## config.mk

```make
export PLATFORM = sky130hd
export DESIGN_NAME = pll_reconf_ctrl_flat
export DESIGN_NICKNAME = d
export VERILOG_FILES = /design/src/rtl/pll_reconf_ctrl_pkg.sv /design/src/rtl/pll_reconf_ctrl_if.sv /design/src/rtl/pll_scan_serializer.sv /design/src/rtl/pll_reconf_ctrl.sv /design/src/flat_wrapper.sv
export SDC_FILE = /design/constraint.sdc
export NUM_CORES = 1
export LEC_CHECK = 0
export ABC_CLOCK_PERIOD_IN_PS = 2390
export CELL_PAD_IN_SITES_DETAIL_PLACEMENT = 1
export CELL_PAD_IN_SITES_GLOBAL_PLACEMENT = 1
export CORE_UTILIZATION = 50
export CTS_CLUSTER_DIAMETER = 80
export DETAILED_ROUTE_END_ITERATION = 16
export GPL_TIMING_DRIVEN = 0
export PLACE_DENSITY_LB_ADDON = 0.1
export SLEW_MARGIN = 10
export SYNTH_ARGS = -nofsm -noshare
export SYNTH_HDL_FRONTEND = slang
export SYNTH_SLANG_ARGS = --single-unit
```

## constraint.sdc

```tcl
create_clock -name clock -period 2.39 [get_ports clock]
set_input_delay 0.478 -clock clock [delete_from_list [all_inputs] [get_ports clock]]
set_output_delay 0.478 -clock clock [all_outputs]
set_load 0.005 [all_outputs]
```

## src/rtl/pll_reconf_ctrl_pkg.sv

```systemverilog
`default_nettype none
// ---------------------------------------------------------------------------
// pll_reconf_ctrl_pkg : constants and types shared by ROM reader and scan engine
// Revision 1.0
// ---------------------------------------------------------------------------
package pll_reconf_ctrl_pkg;

  localparam int SCAN_LEN    = 144;
  localparam int ADDR_WIDTH  = 8;
  localparam int ROM_LATENCY = 2;
  localparam int TIMEOUT     = 4095;

  localparam int TMO_W = $clog2(TIMEOUT + 1);
  localparam int CNT_W = $clog2(SCAN_LEN + 1);

  localparam logic [ADDR_WIDTH-1:0] LAST_ADDR = ADDR_WIDTH'(SCAN_LEN - 1);
  localparam logic [TMO_W-1:0]      TMO_LAST  = TMO_W'(TIMEOUT - 1);
  localparam logic [TMO_W-1:0]      TMO_MAX   = '1;
  // configupdate spans one scanclk period: two system clocks
  localparam logic [TMO_W-1:0]      UPD_LAST  = TMO_W'(1);

  typedef enum logic [2:0] {
    ST_IDLE      = 3'd0,
    ST_READ      = 3'd1,
    ST_WAIT_RCFG = 3'd2,
    ST_SHIFT     = 3'd3,
    ST_UPDATE    = 3'd4,
    ST_WAIT_DONE = 3'd5
  } state_t;

  typedef struct packed {
    logic                  vld;
    logic [ADDR_WIDTH-1:0] addr;
  } rd_tag_t;

endpackage
`default_nettype wire

```

## src/rtl/pll_reconf_ctrl_if.sv

```systemverilog
`default_nettype none
// ---------------------------------------------------------------------------
// pll_reconf_ctrl_if : ROM read port and ALTPLL scan/update port bundle
// Revision 1.0
// ---------------------------------------------------------------------------
interface pll_reconf_ctrl_if;
  import pll_reconf_ctrl_pkg::*;

  logic                  trigger_read;
  logic                  q;
  logic                  reconfig;
  logic                  scandone;
  logic [ADDR_WIDTH-1:0] address;
  logic                  read_ena;
  logic                  pll_reconf_busy;
  logic                  scanclk;
  logic                  scanclkena;
  logic                  scandata;
  logic                  configupdate;

  modport master (
    input  trigger_read, q, reconfig, scandone,
    output address, read_ena, pll_reconf_busy,
           scanclk, scanclkena, scandata, configupdate
  );

  modport slave (
    output trigger_read, q, reconfig, scandone,
    input  address, read_ena, pll_reconf_busy,
           scanclk, scanclkena, scandata, configupdate
  );

endinterface
`default_nettype wire

```

## src/rtl/pll_scan_serializer.sv

```systemverilog
`default_nettype none
// ---------------------------------------------------------------------------
// pll_scan_serializer : scan image buffer and scanclk/scandata shift engine
// Revision 1.0
// ---------------------------------------------------------------------------
module pll_scan_serializer
  import pll_reconf_ctrl_pkg::*;
(
  input  logic                  clock,
  input  logic                  reset_n,
  input  logic                  wr_en_i,
  input  logic [ADDR_WIDTH-1:0] wr_addr_i,
  input  logic                  wr_data_i,
  input  logic                  start_i,
  output logic                  done_o,
  output logic                  scanclk_o,
  output logic                  scanclkena_o,
  output logic                  scandata_o
);

  logic [SCAN_LEN-1:0] buf_q;
  logic                active_q;
  logic                scanclk_q;
  logic                scandata_q;
  logic [CNT_W-1:0]    rise_q;

  // Done while the final high phase is showing, so the caller can switch
  // to update on the very edge that drops scanclk.
  assign done_o       = active_q & scanclk_q & (rise_q == CNT_W'(SCAN_LEN));
  assign scanclk_o    = scanclk_q;
  assign scanclkena_o = active_q;
  assign scandata_o   = scandata_q;

  always_ff @(posedge clock or negedge reset_n) begin
    if (!reset_n) begin
      buf_q      <= '0;
      active_q   <= 1'b0;
      scanclk_q  <= 1'b0;
      scandata_q <= 1'b0;
      rise_q     <= '0;
    end else begin
      if (wr_en_i && (wr_addr_i <= LAST_ADDR)) begin
        buf_q[wr_addr_i] <= wr_data_i;
      end
      if (start_i) begin
        active_q   <= 1'b1;
        scanclk_q  <= 1'b0;
        rise_q     <= '0;
        scandata_q <= buf_q[0];
      end else if (active_q) begin
        if (!scanclk_q) begin
          scanclk_q <= 1'b1;
          rise_q    <= rise_q + 1'b1;
        end else if (done_o) begin
          active_q   <= 1'b0;
          scanclk_q  <= 1'b0;
          scandata_q <= 1'b0;
        end else begin
          // falling scanclk: present the bit for the next rising edge
          scanclk_q  <= 1'b0;
          scandata_q <= buf_q[rise_q];
        end
      end
    end
  end

endmodule
`default_nettype wire

```

## src/rtl/pll_reconf_ctrl.sv

```systemverilog
`default_nettype none
// ---------------------------------------------------------------------------
// pll_reconf_ctrl : fetches a PLL scan image from the ROM and loads the PLL
// Revision 1.0
// ---------------------------------------------------------------------------
module pll_reconf_ctrl
  import pll_reconf_ctrl_pkg::*;
(
  input  logic               clock,
  input  logic               reset_n,
  pll_reconf_ctrl_if.master  bus,
  output logic               error
);

  state_t                state_q, state_d;
  logic [ADDR_WIDTH-1:0] addr_q, addr_d;
  logic [TMO_W-1:0]      tmo_q;
  logic                  error_q, error_d;
  logic [1:0]            sync_q;
  rd_tag_t               tag_q [ROM_LATENCY];
  logic                  ser_start;
  logic                  ser_done;
  logic                  read_ena_w;

  assign read_ena_w          = (state_q == ST_READ);
  assign bus.read_ena        = read_ena_w;
  assign bus.address         = addr_q;
  assign bus.pll_reconf_busy = (state_q != ST_IDLE);
  assign bus.configupdate    = (state_q == ST_UPDATE);
  assign error               = error_q;

  always_comb begin
    state_d   = state_q;
    addr_d    = addr_q;
    error_d   = error_q;
    ser_start = 1'b0;
    unique case (state_q)
      ST_IDLE: begin
        if (bus.trigger_read) begin
          state_d = ST_READ;
          addr_d  = '0;
          error_d = 1'b0;
        end
      end
      ST_READ: begin
        if (addr_q == LAST_ADDR) state_d = ST_WAIT_RCFG;
        else                     addr_d  = addr_q + 1'b1;
      end
      ST_WAIT_RCFG: begin
        if (bus.reconfig) begin
          state_d   = ST_SHIFT;
          ser_start = 1'b1;
        end else if (tmo_q == TMO_LAST) begin
          state_d = ST_IDLE;
          error_d = 1'b1;
        end
      end
      ST_SHIFT: begin
        if (ser_done) state_d = ST_UPDATE;
      end
      ST_UPDATE: begin
        if (tmo_q == UPD_LAST) state_d = ST_WAIT_DONE;
      end
      ST_WAIT_DONE: begin
        if (sync_q[1]) begin
          state_d = ST_IDLE;
        end else if (tmo_q == TMO_LAST) begin
          state_d = ST_IDLE;
          error_d = 1'b1;
        end
      end
      default: state_d = ST_IDLE;
    endcase
  end

  always_ff @(posedge clock or negedge reset_n) begin
    if (!reset_n) begin
      state_q <= ST_IDLE;
      addr_q  <= '0;
      error_q <= 1'b0;
      tmo_q   <= '0;
      sync_q  <= '0;
      for (int i = 0; i < ROM_LATENCY; i++) tag_q[i] <= '0;
    end else begin
      state_q <= state_d;
      addr_q  <= addr_d;
      error_q <= error_d;
      sync_q  <= {sync_q[0], bus.scandone};
      if (state_d != state_q)   tmo_q <= '0;
      else if (tmo_q != TMO_MAX) tmo_q <= tmo_q + 1'b1;
      // the tag emerging from this pipe names the bit q carries this clock
      tag_q[0] <= '{vld: read_ena_w, addr: addr_q};
      for (int i = 1; i < ROM_LATENCY; i++) tag_q[i] <= tag_q[i-1];
    end
  end

  pll_scan_serializer u_ser (
    .clock        (clock),
    .reset_n      (reset_n),
    .wr_en_i      (tag_q[ROM_LATENCY-1].vld),
    .wr_addr_i    (tag_q[ROM_LATENCY-1].addr),
    .wr_data_i    (bus.q),
    .start_i      (ser_start),
    .done_o       (ser_done),
    .scanclk_o    (bus.scanclk),
    .scanclkena_o (bus.scanclkena),
    .scandata_o   (bus.scandata)
  );

endmodule
`default_nettype wire

```

## src/flat_wrapper.sv

```systemverilog
// flat-port wrapper written by rule: the top's interface ports become plain ports
module pll_reconf_ctrl_flat import pll_reconf_ctrl_pkg::*;
  (clock, reset_n, error, bus_trigger_read, bus_q, bus_reconfig, bus_scandone, bus_address, bus_read_ena, bus_pll_reconf_busy, bus_scanclk, bus_scanclkena, bus_scandata, bus_configupdate);
  pll_reconf_ctrl_if bus_i ();
  input  logic clock;
  input  logic reset_n;
  output logic error;
  input wire logic [$bits(bus_i.trigger_read)-1:0] bus_trigger_read;
  input wire logic [$bits(bus_i.q)-1:0] bus_q;
  input wire logic [$bits(bus_i.reconfig)-1:0] bus_reconfig;
  input wire logic [$bits(bus_i.scandone)-1:0] bus_scandone;
  output wire logic [$bits(bus_i.address)-1:0] bus_address;
  output wire logic [$bits(bus_i.read_ena)-1:0] bus_read_ena;
  output wire logic [$bits(bus_i.pll_reconf_busy)-1:0] bus_pll_reconf_busy;
  output wire logic [$bits(bus_i.scanclk)-1:0] bus_scanclk;
  output wire logic [$bits(bus_i.scanclkena)-1:0] bus_scanclkena;
  output wire logic [$bits(bus_i.scandata)-1:0] bus_scandata;
  output wire logic [$bits(bus_i.configupdate)-1:0] bus_configupdate;
  assign bus_i.trigger_read = bus_trigger_read;
  assign bus_i.q = bus_q;
  assign bus_i.reconfig = bus_reconfig;
  assign bus_i.scandone = bus_scandone;
  assign bus_address = bus_i.address;
  assign bus_read_ena = bus_i.read_ena;
  assign bus_pll_reconf_busy = bus_i.pll_reconf_busy;
  assign bus_scanclk = bus_i.scanclk;
  assign bus_scanclkena = bus_i.scanclkena;
  assign bus_scandata = bus_i.scandata;
  assign bus_configupdate = bus_i.configupdate;
  pll_reconf_ctrl u_core (.clock(clock), .reset_n(reset_n), .bus(bus_i), .error(error));
endmodule
```

==> results of run 1 <==
==> report_power, final <==
part / switching [mW] / leakage, nW / internal [mW]
combinational: 2.48 / 1.96 / 2.25
clock: 1.45 / 0.288 / 1.41
sequential: 0.781 / 2.63 / 4.37
total: 4.71 / 4.87 / 8.02
==> cells by family after synthesis <==
| kind of cell | share of synthesized area, % |
|---|---|
| buffers and inverters | 2.90 |
| AOI/OAI and AO/OA | 3.54 |
| and+or+nand+nor | 14.1 |
| adders and majority gates | 0.766 |
| muxes | 26.2 |
| xor gates and xnor gates | 1.70 |
| DFF | 50.8 |
==> per-layer routing <==
metal	GRT usage (%)	share of wire [%]	wire length [um]
met1	38.7	43	11900
met3	5.79	4.1	1120
met4	10.6	2.7	760
met2	49.8	50	13800
met5	0	0	0
==> registers in the layout, summed over array words and instances (netlist names) <==
name                       cells
u_core.bus.address             8
u_core.u_ser.scanclkena_o      1
u_core.tag_q                  18
u_core.sync_q                  2
u_core.u_ser.scandata_o        1
u_core.u_ser.buf_q           144
u_core.error                   1
u_core.state_q                 3
u_core.u_ser.scanclk_o         1
u_core.u_ser.rise_q            8
u_core.tmo_q                  12
==> critical path, delay by kind of cell (launching register included) <==
| family | cells | cell delay, ns |
|---|---|---|
| mux | 2 | 1.02 |
| buf+inv | 2 | 0.45 |
| flops | 1 | 0.38 |
| simple gates | 2 | 0.24 |
| compound gates | 2 | 0.23 |
==> area by class of cell <==
type / count / area (sq um) / share of cell area [%]
Sequential cell: 199 / 4980 / 44.8
Timing Repair Buffer: 30 / 323 / 2.90
Tap cell: 260 / 325 / 2.92
Clock inverter: 15 / 158 / 1.42
Inverter: 10 / 37.5 / 0.337
Clock buffer: 17 / 425 / 3.82
Buffer: 45 / 278 / 2.50
Multi-Input combinational cell: 585 / 4600 / 41.3
==> path summary, 6_finish.rpt <==
| check | startpoint | end | slack [ns] |
|---|---|---|---|
| max in group asynchronous | reset_n | u_core.u_ser.buf_q[77]$_DFFE_PN0P_ | 1.34 |
| worst min register to register | u_core.tag_q[14]$_DFF_PN0_ | u_core.tag_q[5]$_DFF_PN0_ | 0.35 |
| worst max-delay path | u_core.u_ser.rise_q[0]$_DFFE_PN0P_ | u_core.u_ser.scandata_o$_DFFE_PN0P_ | -0.05 |
| worst max register to register | u_core.u_ser.rise_q[0]$_DFFE_PN0P_ | u_core.u_ser.scandata_o$_DFFE_PN0P_ | -0.05 |
| min in group clock | u_core.tag_q[14]$_DFF_PN0_ | u_core.tag_q[5]$_DFF_PN0_ | 0.35 |
| worst min-delay path | reset_n | u_core.u_ser.buf_q[58]$_DFFE_PN0P_ | 0.08 |
==> through the flow <==
stage,cells,hold WS [ns],instance area [sq um]
CTS,1160,0.100,11100
global route,1161,0.127,11100
finish,1161,0.0795,11100
global placement,1118,0.333,10300
detailed placement,1119,0.336,10300
floorplan,839,0.182,9800
==> cell usage in the layout, fill, tap and decap left out, drive strengths merged, types with 3 or more instances in the layout <==
cell type,netlist,layout
xor2,10,10
nand2b,9,9
o21ai,13,13
nor3,9,9
a21oi,5,5
o21a,3,3
and3,4,4
inv,10,20
buf,14,26
or3,3,3
nor2b,10,10
mux2i,8,8
clkinv,0,5
nor4,3,3
o211ai,3,3
mux2,151,151
nand3b,3,3
ha,6,6
nand4,10,10
mux4,33,33
xnor2,9,9
nand3,25,25
nor3b,3,3
clkbuf,31,47
a22oi,3,3
nor2,182,182
nand2,52,52
clkdlybuf4s50,0,18
dfrtp,199,199
==> timing repair <==
action / 4_1_cts / 5_1_grt
gates cloned: 1 / 0
endpoints found under the setup margin: 81 / 86
gates resized for setup: 32 / 17
setup buffers: 8 / 1
endpoints found under the hold margin: 0 / 0
pin swaps: 1 / 0
==> impl_metrics.toml, run 1 <==
[clocking]
clock-sinks = 199
htreeDepth = 4
numCtsBuffers = 17
root_buffer = "clkbuf_16"
clk_latency_ns = 0.44
clk_pin_slew_ns = 0.08
clk_path_buf_depth = 2
hold_buffers = 0
cts_tree = "done"

[power_and_ir_drop]
leakagePower_nw = 4.87
ir_drop_mv = 0.528
power_density_mw_per_mm2 = 1140
power.total_mw = 12.7

[synthesis]
synthArstFlopShare_pct = 100
syn_area_sq_mm = 0.00980
ys_types = 53
postSynthAreaPerCell_sq_um = 11.7
ys_ff_latch = 199
syn_inst = 839
ys_warn_count = 0
syn_nets = 851
synthFlopType = "dfrtp_1"
synth_top_area_share_pct = 50.8
synth_most_common_cell = "dfrtp_1"
synth_area_leader_cell = "dfrtp_1"
synth_common_cells = "dfrtp_1, nor2_1, mux2_2, nand2_1, clkbuf_1"
synth_area_leaders = "dfrtp_1, mux2_2, nor2_1, mux4_2, mux4_1"
synth_edf_count = 0
ys_seq_area_share_pct = 50.8

[grt]
grt_usage_pct = 29.8
grt_pass1_wl_mm = 43.8
grt_max_degree = 102
antenna_found_initial = 0
grt_overflow = 0
grt_pass1_vias = 7563

[run_status]
status = "finished with violations"
violations = "negative setup slack"

[routing]
vias_per_cell = 5.96
wl_mm = 27.6
drtIter0Drc = 502
num_vias = 6922
ant_nets = 0
first_pass_iters = 4
drc_errors = 0
routedWlPerCell_um = 23.8

[final_layout]
num_antenna_cells = 0
synthToLayoutAreaGrowth_pct = 13.6
nNetsFinal = 900
utilization_pct = 58.7
drive_gt1_share_pct = 29.7
fill_cells = 1962

[worst_setup_path]
crit_type = "reg2reg"
crit_top_cell = "mux4_2"
critPathSlowestCell = "mux4_2"
start_kind = "flip-flop"
path_max_fanout = 7
cp_data_required_time_ns = 2.70
crit_arrival_ns = 2.75
reg2regPathDepth = 8
critical_path.max_stage_delay_ns = 0.54
cp-end-kind = "flip-flop"
cp_cell_sequence = "buf_6 > bufbuf_16 > mux4_2 > a22oi_2 > nand3_1 > mux4_2 > nor2_2 > o31ai_1"

[timing]
setup_ws_ns = -0.0462
slew_headroom_pct = 43.2
tightestPinTransition_ns = 0.850
setup_viol = 1
finalClockSkew_ns = 0.0111
max_freq_ghz = 0.410
fin_crit_sh_pct = 102
fin_crit_ns = 2.44
slew_violations = 0
finalHoldViolations = 0
rsz0062_at_grt = "true"
setup_tns_ns = -0.0462

[floorplanning]
rows = 50
core_sq_mm = 0.0190
die_area_sq_mm = 0.0202
die_h_um = 142
die_w_um = 142
start_util_pct = 51.7
pin_count = 21

[hold_path]
hp-class = "in2async"

[placement]
port_buffers = 19
place_ws_ns = -0.531
dpl.hpwl_mm = 18.5
gp_congestion = 0.872

[flow_run]
maxCapViolCount = 0
(Power assumes the default switching activity.)
==> inputs of run 2 (changes only) <==
--- a/config.mk
+++ b/config.mk
@@ -6,6 +6,7 @@
 export NUM_CORES = 1
 export LEC_CHECK = 0
 export ABC_CLOCK_PERIOD_IN_PS = 2390
+export CAP_MARGIN = 20
 export CELL_PAD_IN_SITES_DETAIL_PLACEMENT = 1
 export CELL_PAD_IN_SITES_GLOBAL_PLACEMENT = 1
 export CORE_UTILIZATION = 50
@@ -17,3 +18,4 @@
 export SYNTH_ARGS = -nofsm -noshare
 export SYNTH_HDL_FRONTEND = slang
 export SYNTH_SLANG_ARGS = --single-unit
+export TNS_END_PERCENT = 30
==> run 2 against run 1 <==
- the flow still finishes with violations (negative setup slack)
- global-route usage shrank 0.18 points
- die area unchanged
- total power down 0.13%
- first-iteration DRC count decreased by 17%
- core utilization about the same
- via count is 0.36% higher
- combinational power fell by 1%
- sequential power about the same
- clock power rose by 1%
- count of clock-buffer cells in the layout unchanged
- register-to-register slack got worse by 0.03 ns
- worst hold slack worse by 0.00055 ns
- critical path type unchanged
- critical endpoint unchanged
==> impl_metrics.toml, run 2 (synthesized netlist as in run 1, its figures left out) <==
[worst_setup_path]
rr_endpoint = "u_core.u_ser.scandata_o$_DFFE_PN0P_"
r2r_slack_ns = -0.07
cp-end-kind = "flip-flop"
reg2regPathDepth = 6
r2r-start = "u_core.u_ser.rise_q[1]$_DFFE_PN0P_"
cp-endpoint = "u_core.u_ser.scandata_o$_DFFE_PN0P_"
crit_arrival_ns = 2.78
path_max_fanout = 10
crit_type = "reg2reg"
worstSetupStartpoint = "u_core.u_ser.rise_q[1]$_DFFE_PN0P_"
cp_data_required_time_ns = 2.70
start_kind = "flip-flop"

[grt]
grt_pass1_vias = 7603
grt_usage_pct = 29.6
grt_pass1_wl_mm = 43.7
grt_max_degree = 102
antenna_found_initial = 1
grt_overflow = 0

[placement]
port_buffers = 19
dpl.hpwl_mm = 18.5
placed_area_sq_mm = 0.0104
gp_congestion = 0.872

[hold_path]
hp-class = "in2async"

[floorplanning]
rows = 50
die_w_um = 142
core_sq_mm = 0.0190
die_area_sq_mm = 0.0202
pin_count = 21
die_h_um = 142
start_util_pct = 51.7

[clocking]
clk_pin_slew_ns = 0.08
clk_latency_ns = 0.44
clk_path_buf_depth = 2
hold_buffers = 0
clock-sinks = 199
root_buffer = "clkbuf_16"
numCtsBuffers = 17
cts_tree = "done"
htreeDepth = 4

[final_layout]
top_register = "u_core.u_ser.buf_q"
largest_register_ffs = 144
num_antenna_cells = 0
drive_gt1_share_pct = 29.3
synthToLayoutAreaGrowth_pct = 13.5
largest_registers = "u_core.u_ser.buf_q (144), u_core.tag_q (18), u_core.tmo_q (12)"
nNetsFinal = 899
final_common_cell = "dfrtp_1"
design_area_sq_mm = 0.0111
final_cell_mix = "dfrtp_1, nor2_1, mux2_2"

[timing]
max_freq_ghz = 0.406
setup_ws_ns = -0.0732
slew_headroom_pct = 49.9
tightestPinTransition_ns = 0.751
rsz0062_at_grt = "true"
setup_tns_ns = -0.0732
timing.hold.ws_ns = 0.0789
finalHoldViolations = 0
setup_viol = 1
fin_crit_sh_pct = 103
finalClockSkew_ns = 0.0119
slew_violations = 0
fin_crit_ns = 2.46

[routing]
routedWlPerCell_um = 23.7
ant_nets = 0
first_pass_iters = 5
wl_mm = 27.4
drc_errors = 0
drtIter0Drc = 418
vias_per_cell = 5.99
num_vias = 6947

[flow_run]
maxCapViolCount = 0

[run_status]
status = "finished with violations"
violations = "negative setup slack"

[power_and_ir_drop]
power_density_mw_per_mm2 = 1140
ir_drop_mv = 0.601
leakagePower_nw = 4.89
-- run 2: per-layer routing --
| metal | routed length [um] | track usage (%) |
|---|---|---|
| met5 | 0 | 0 |
| met4 | 753 | 10.3 |
| met1 | 11600 | 37.8 |
| met3 | 1340 | 6.36 |
| met2 | 13800 | 49.8 |
-- run 2: cell type report --
| cell class | count | area [sq um] |
|---|---|---|
| well taps | 260 | 325 |
| plain buffers | 45 | 282 |
| clock inverters | 15 | 170 |
| inverters | 10 | 37.5 |
| flip-flops and latches | 199 | 4980 |
| clock buffers | 17 | 425 |
| fillers | 1978 | 7830 |
| repair buffers | 29 | 287 |
| multi-input cells | 585 | 4620 |
-- run 2: critical path: stages, from the launching register on --
cell and delay (ns):
dfrtp_1 0.51, buf_2 0.39, mux4_2 0.40, mux4_2 0.54
a32o_1 0.28, mux2i_1 0.13, o31ai_1 0.09
-- run 2: timing repair --
| item | CTS | global route |
|---|---|---|
| setup buffers | 3 | 5 |
| pin swaps | 2 | 1 |
| endpoints found under the setup margin | 95 | 114 |
| resized for setup | 20 | 27 |
| cloned | 0 | 0 |
| hold endpoints to repair | 0 | 0 |
-- run 2: worst min path at each step --
stage | cells past startpoint | end | slack [ns] | from
after floorplan | 0 | u_core.bus.address[0]$_DFFE_PN0P_ | 0.18 | reset_n
after global placement | 0 | u_core.tag_q[8]$_DFF_PN0_ | 0.33 | u_core.tag_q[17]$_DFF_PN0_
after detailed placement | 0 | u_core.tag_q[6]$_DFF_PN0_ | 0.34 | u_core.tag_q[15]$_DFF_PN0_
after CTS | 1 | u_core.u_ser.buf_q[57]$_DFFE_PN0P_ | 0.1 | reset_n
after global routing | 1 | u_core.u_ser.buf_q[57]$_DFFE_PN0P_ | 0.12 | reset_n
final | 1 | u_core.u_ser.buf_q[58]$_DFFE_PN0P_ | 0.08 | reset_n
-- run 2: power breakdown --
part / total, mW / leakage (nW) / switching [mW] / internal [mW]
clock network: 2.90 / 0.293 / 1.48 / 1.42
logic: 4.67 / 1.97 / 2.48 / 2.19
registers: 5.15 / 2.63 / 0.780 / 4.37
total: 12.7 / 4.89 / 4.74 / 7.98
-- run 2: metrics by stage --
| step | cells | setup WS (ns) | total power, mW | utilization [%] |
|---|---|---|---|---|
| 2_1_floorplan | 839 | 0.225 | 7.88 | - |
| 3_3_place_gp | 1118 | -7.10 | 9.23 | 54.4 |
| 3_5_place_dp | 1120 | -0.514 | 9.50 | 54.6 |
| 4_1_cts | 1155 | -0.153 | 12.6 | 58.2 |
| 5_1_grt | 1160 | -0.109 | 13.3 | 58.7 |
| 6_report | 1160 | -0.0732 | 12.7 | 58.7 |
==> inputs of run 3 (changes only) <==
--- a/config.mk
+++ b/config.mk
@@ -6,7 +6,7 @@
 export NUM_CORES = 1
 export LEC_CHECK = 0
 export ABC_CLOCK_PERIOD_IN_PS = 2390
-export CAP_MARGIN = 20
+export CAP_MARGIN = 10
 export CELL_PAD_IN_SITES_DETAIL_PLACEMENT = 1
 export CELL_PAD_IN_SITES_GLOBAL_PLACEMENT = 1
 export CORE_UTILIZATION = 50
==> run 3 against run 2 <==
- the flow still finishes with violations (negative setup slack)
- worst hold slack worse by 0.00080 ns
- non-clock buffer count is 2 lower
- sequential share of layout area is essentially flat
- clock skew decreased by 0.0029 ns
- sequential power hardly changed
- clock power fell by 1%
- combinational power is essentially flat
- die area stayed put
==> impl_metrics.toml, run 3 (synthesized netlist as in run 1, its figures left out) <==
[grt]
grt_usage_pct = 29.6
grt_pass1_wl_mm = 43.5
antenna_found_initial = 0
grt_max_degree = 102
grt_overflow = 0
grt_pass1_vias = 7539

[floorplanning]
die_h_um = 142
start_util_pct = 51.7
die_area_sq_mm = 0.0202
die_w_um = 142
rows = 50
pin_count = 21
core_sq_mm = 0.0190

[worst_setup_path]
start_kind = "flip-flop"
cp_data_required_time_ns = 2.71
crit_arrival_ns = 2.73
path_max_fanout = 8
crit_type = "reg2reg"
cp-end-kind = "flip-flop"

[final_layout]
largest_register_ffs = 144
nNetsFinal = 897
multi_input_area_sq_mm = 0.00461
top_register = "u_core.u_ser.buf_q"
fill_cells = 1963
design_area_sq_mm = 0.0111
drive_gt1_share_pct = 29.1
seq_area_sq_mm = 0.00498
final_cell_mix = "dfrtp_1, nor2_1, mux2_2"
num_antenna_cells = 0
synthToLayoutAreaGrowth_pct = 13.5
final_common_cell = "dfrtp_1"
largest_registers = "u_core.u_ser.buf_q (144), u_core.tag_q (18), u_core.tmo_q (12)"

[power_and_ir_drop]
p_int_mw = 7.99
ir_drop_mv = 0.573
power.switching_mw = 4.71
leakagePower_nw = 4.87
switching_share_pct = 37.1
pwr-share-comb_pct = 36.9
p_seq_share_pct = 40.6
power_density_mw_per_mm2 = 1140
clkPwrFrac_pct = 22.6

[timing]
max_freq_ghz = 0.414
fin_crit_sh_pct = 101
timing.hold.ws_ns = 0.0781
fin_crit_ns = 2.42
slew_headroom_pct = 43.2
setup_ws_ns = -0.0259
rsz0062_at_grt = "true"
finalClockSkew_ns = 0.00900
tightestPinTransition_ns = 0.850
setup_viol = 1
slew_violations = 0
finalHoldViolations = 0

[clocking]
numCtsBuffers = 17
cts_tree = "done"
htreeDepth = 4
hold_buffers = 0
clk_path_buf_depth = 2
root_buffer = "clkbuf_16"
clock-sinks = 199
clk_pin_slew_ns = 0.08
clk_latency_ns = 0.44

[placement]
dpl.hpwl_mm = 18.5
placed_area_sq_mm = 0.0103
port_buffers = 19
gp_congestion = 0.872

[routing]
num_vias = 6855
drc_errors = 0
wl_mm = 27.6
routedWlPerCell_um = 23.8
vias_per_cell = 5.92
ant_nets = 0
first_pass_iters = 5
drtIter0Drc = 455

[flow_run]
maxCapViolCount = 0

[run_status]
violations = "negative setup slack"
status = "finished with violations"

[hold_path]
hp-class = "in2async"
[run 3: cell types whose count changed in the layout (fill, tap and decap cells not counted), moves of 2 or more]
cell,delta
nand2_4,-2
inv_6,+3
buf_12,+2
nand2_2,+2
inv_8,-2
buf_6,-2
[run 3: timing repair]
item,4_1_cts,5_1_grt
setup endpoints to repair,81,90
setup buffers,3,3
gates cloned,0,1
pin swaps,1,1
resized for setup,21,25
[run 3: area by class of cell]
type | instances | area share [%]
Buffer | 45 | 2.62
Clock buffer | 17 | 3.83
Clock inverter | 15 | 1.42
Inverter | 10 | 0.338
Multi-Input combinational cell | 585 | 41.4
Sequential cell | 199 | 44.8
Tap cell | 260 | 2.93
Timing Repair Buffer | 27 | 2.63
[run 3: critical path: stages (launching register included)]
cell     delay [ns]
dfrtp_1        0.40
buf_8          0.18
mux4_4         0.65
a22oi_1        0.23
nand3_1        0.14
mux4_2         0.50
nor2_2         0.11
o31ai_1        0.07
[run 3: worst paths after layout]
path	slack (ns)	cells past startpoint	end	from
setup / recovery	-0.03	7	u_core.u_ser.scandata_o$_DFFE_PN0P_	u_core.u_ser.rise_q[0]$_DFFE_PN0P_
hold / removal	0.08	1	u_core.u_ser.buf_q[57]$_DFFE_PN0P_	reset_n
min in group clock	0.35	0	u_core.tag_q[5]$_DFF_PN0_	u_core.tag_q[14]$_DFF_PN0_
max in group asynchronous	1.36	2	u_core.u_ser.buf_q[77]$_DFFE_PN0P_	reset_n
hold reg to reg	0.35	0	u_core.tag_q[5]$_DFF_PN0_	u_core.tag_q[14]$_DFF_PN0_
setup reg to reg	-0.03	7	u_core.u_ser.scandata_o$_DFFE_PN0P_	u_core.u_ser.rise_q[0]$_DFFE_PN0P_
[run 3: metrics by stage]
| step | util, % | setup slack, ns | setup TNS, ns | std cells | total power, mW |
|---|---|---|---|---|---|
| 6_report | 58.7 | -0.0259 | -0.0259 | 1158 | 12.7 |
| 5_1_grt | 58.7 | -0.0712 | -0.0890 | 1158 | 13.3 |
| 4_1_cts | 58.1 | -0.100 | -2.38 | 1154 | 12.5 |
| 3_5_place_dp | 54.6 | -0.531 | -11.20 | 1119 | 9.49 |
| 3_3_place_gp | 54.4 | -7.10 | -1417.84 | 1118 | 9.23 |
| 2_1_floorplan | - | 0.225 | 0 | 839 | 7.88 |
[run 3: power groups by stage]
stage	logic (mW)	registers (mW)	clock network (mW)
finish	4.68	5.15	2.86
global route	5.02	5.28	3.03
CTS	4.48	5.12	2.92
detailed placement	4.32	5.17	0
global placement	4.16	5.07	0
floorplan	2.98	4.90	0
[run 3: routing by layer]
layer | GRT usage, % | share of wire (%) | vias to the layer above
met1 | 37.9 | 43 | 3598
li1 | - | - | 3037
met5 | 0 | 0 | -
met2 | 49.5 | 50 | 162
met4 | 10.8 | 2.9 | 0
met3 | 6.39 | 4.2 | 58
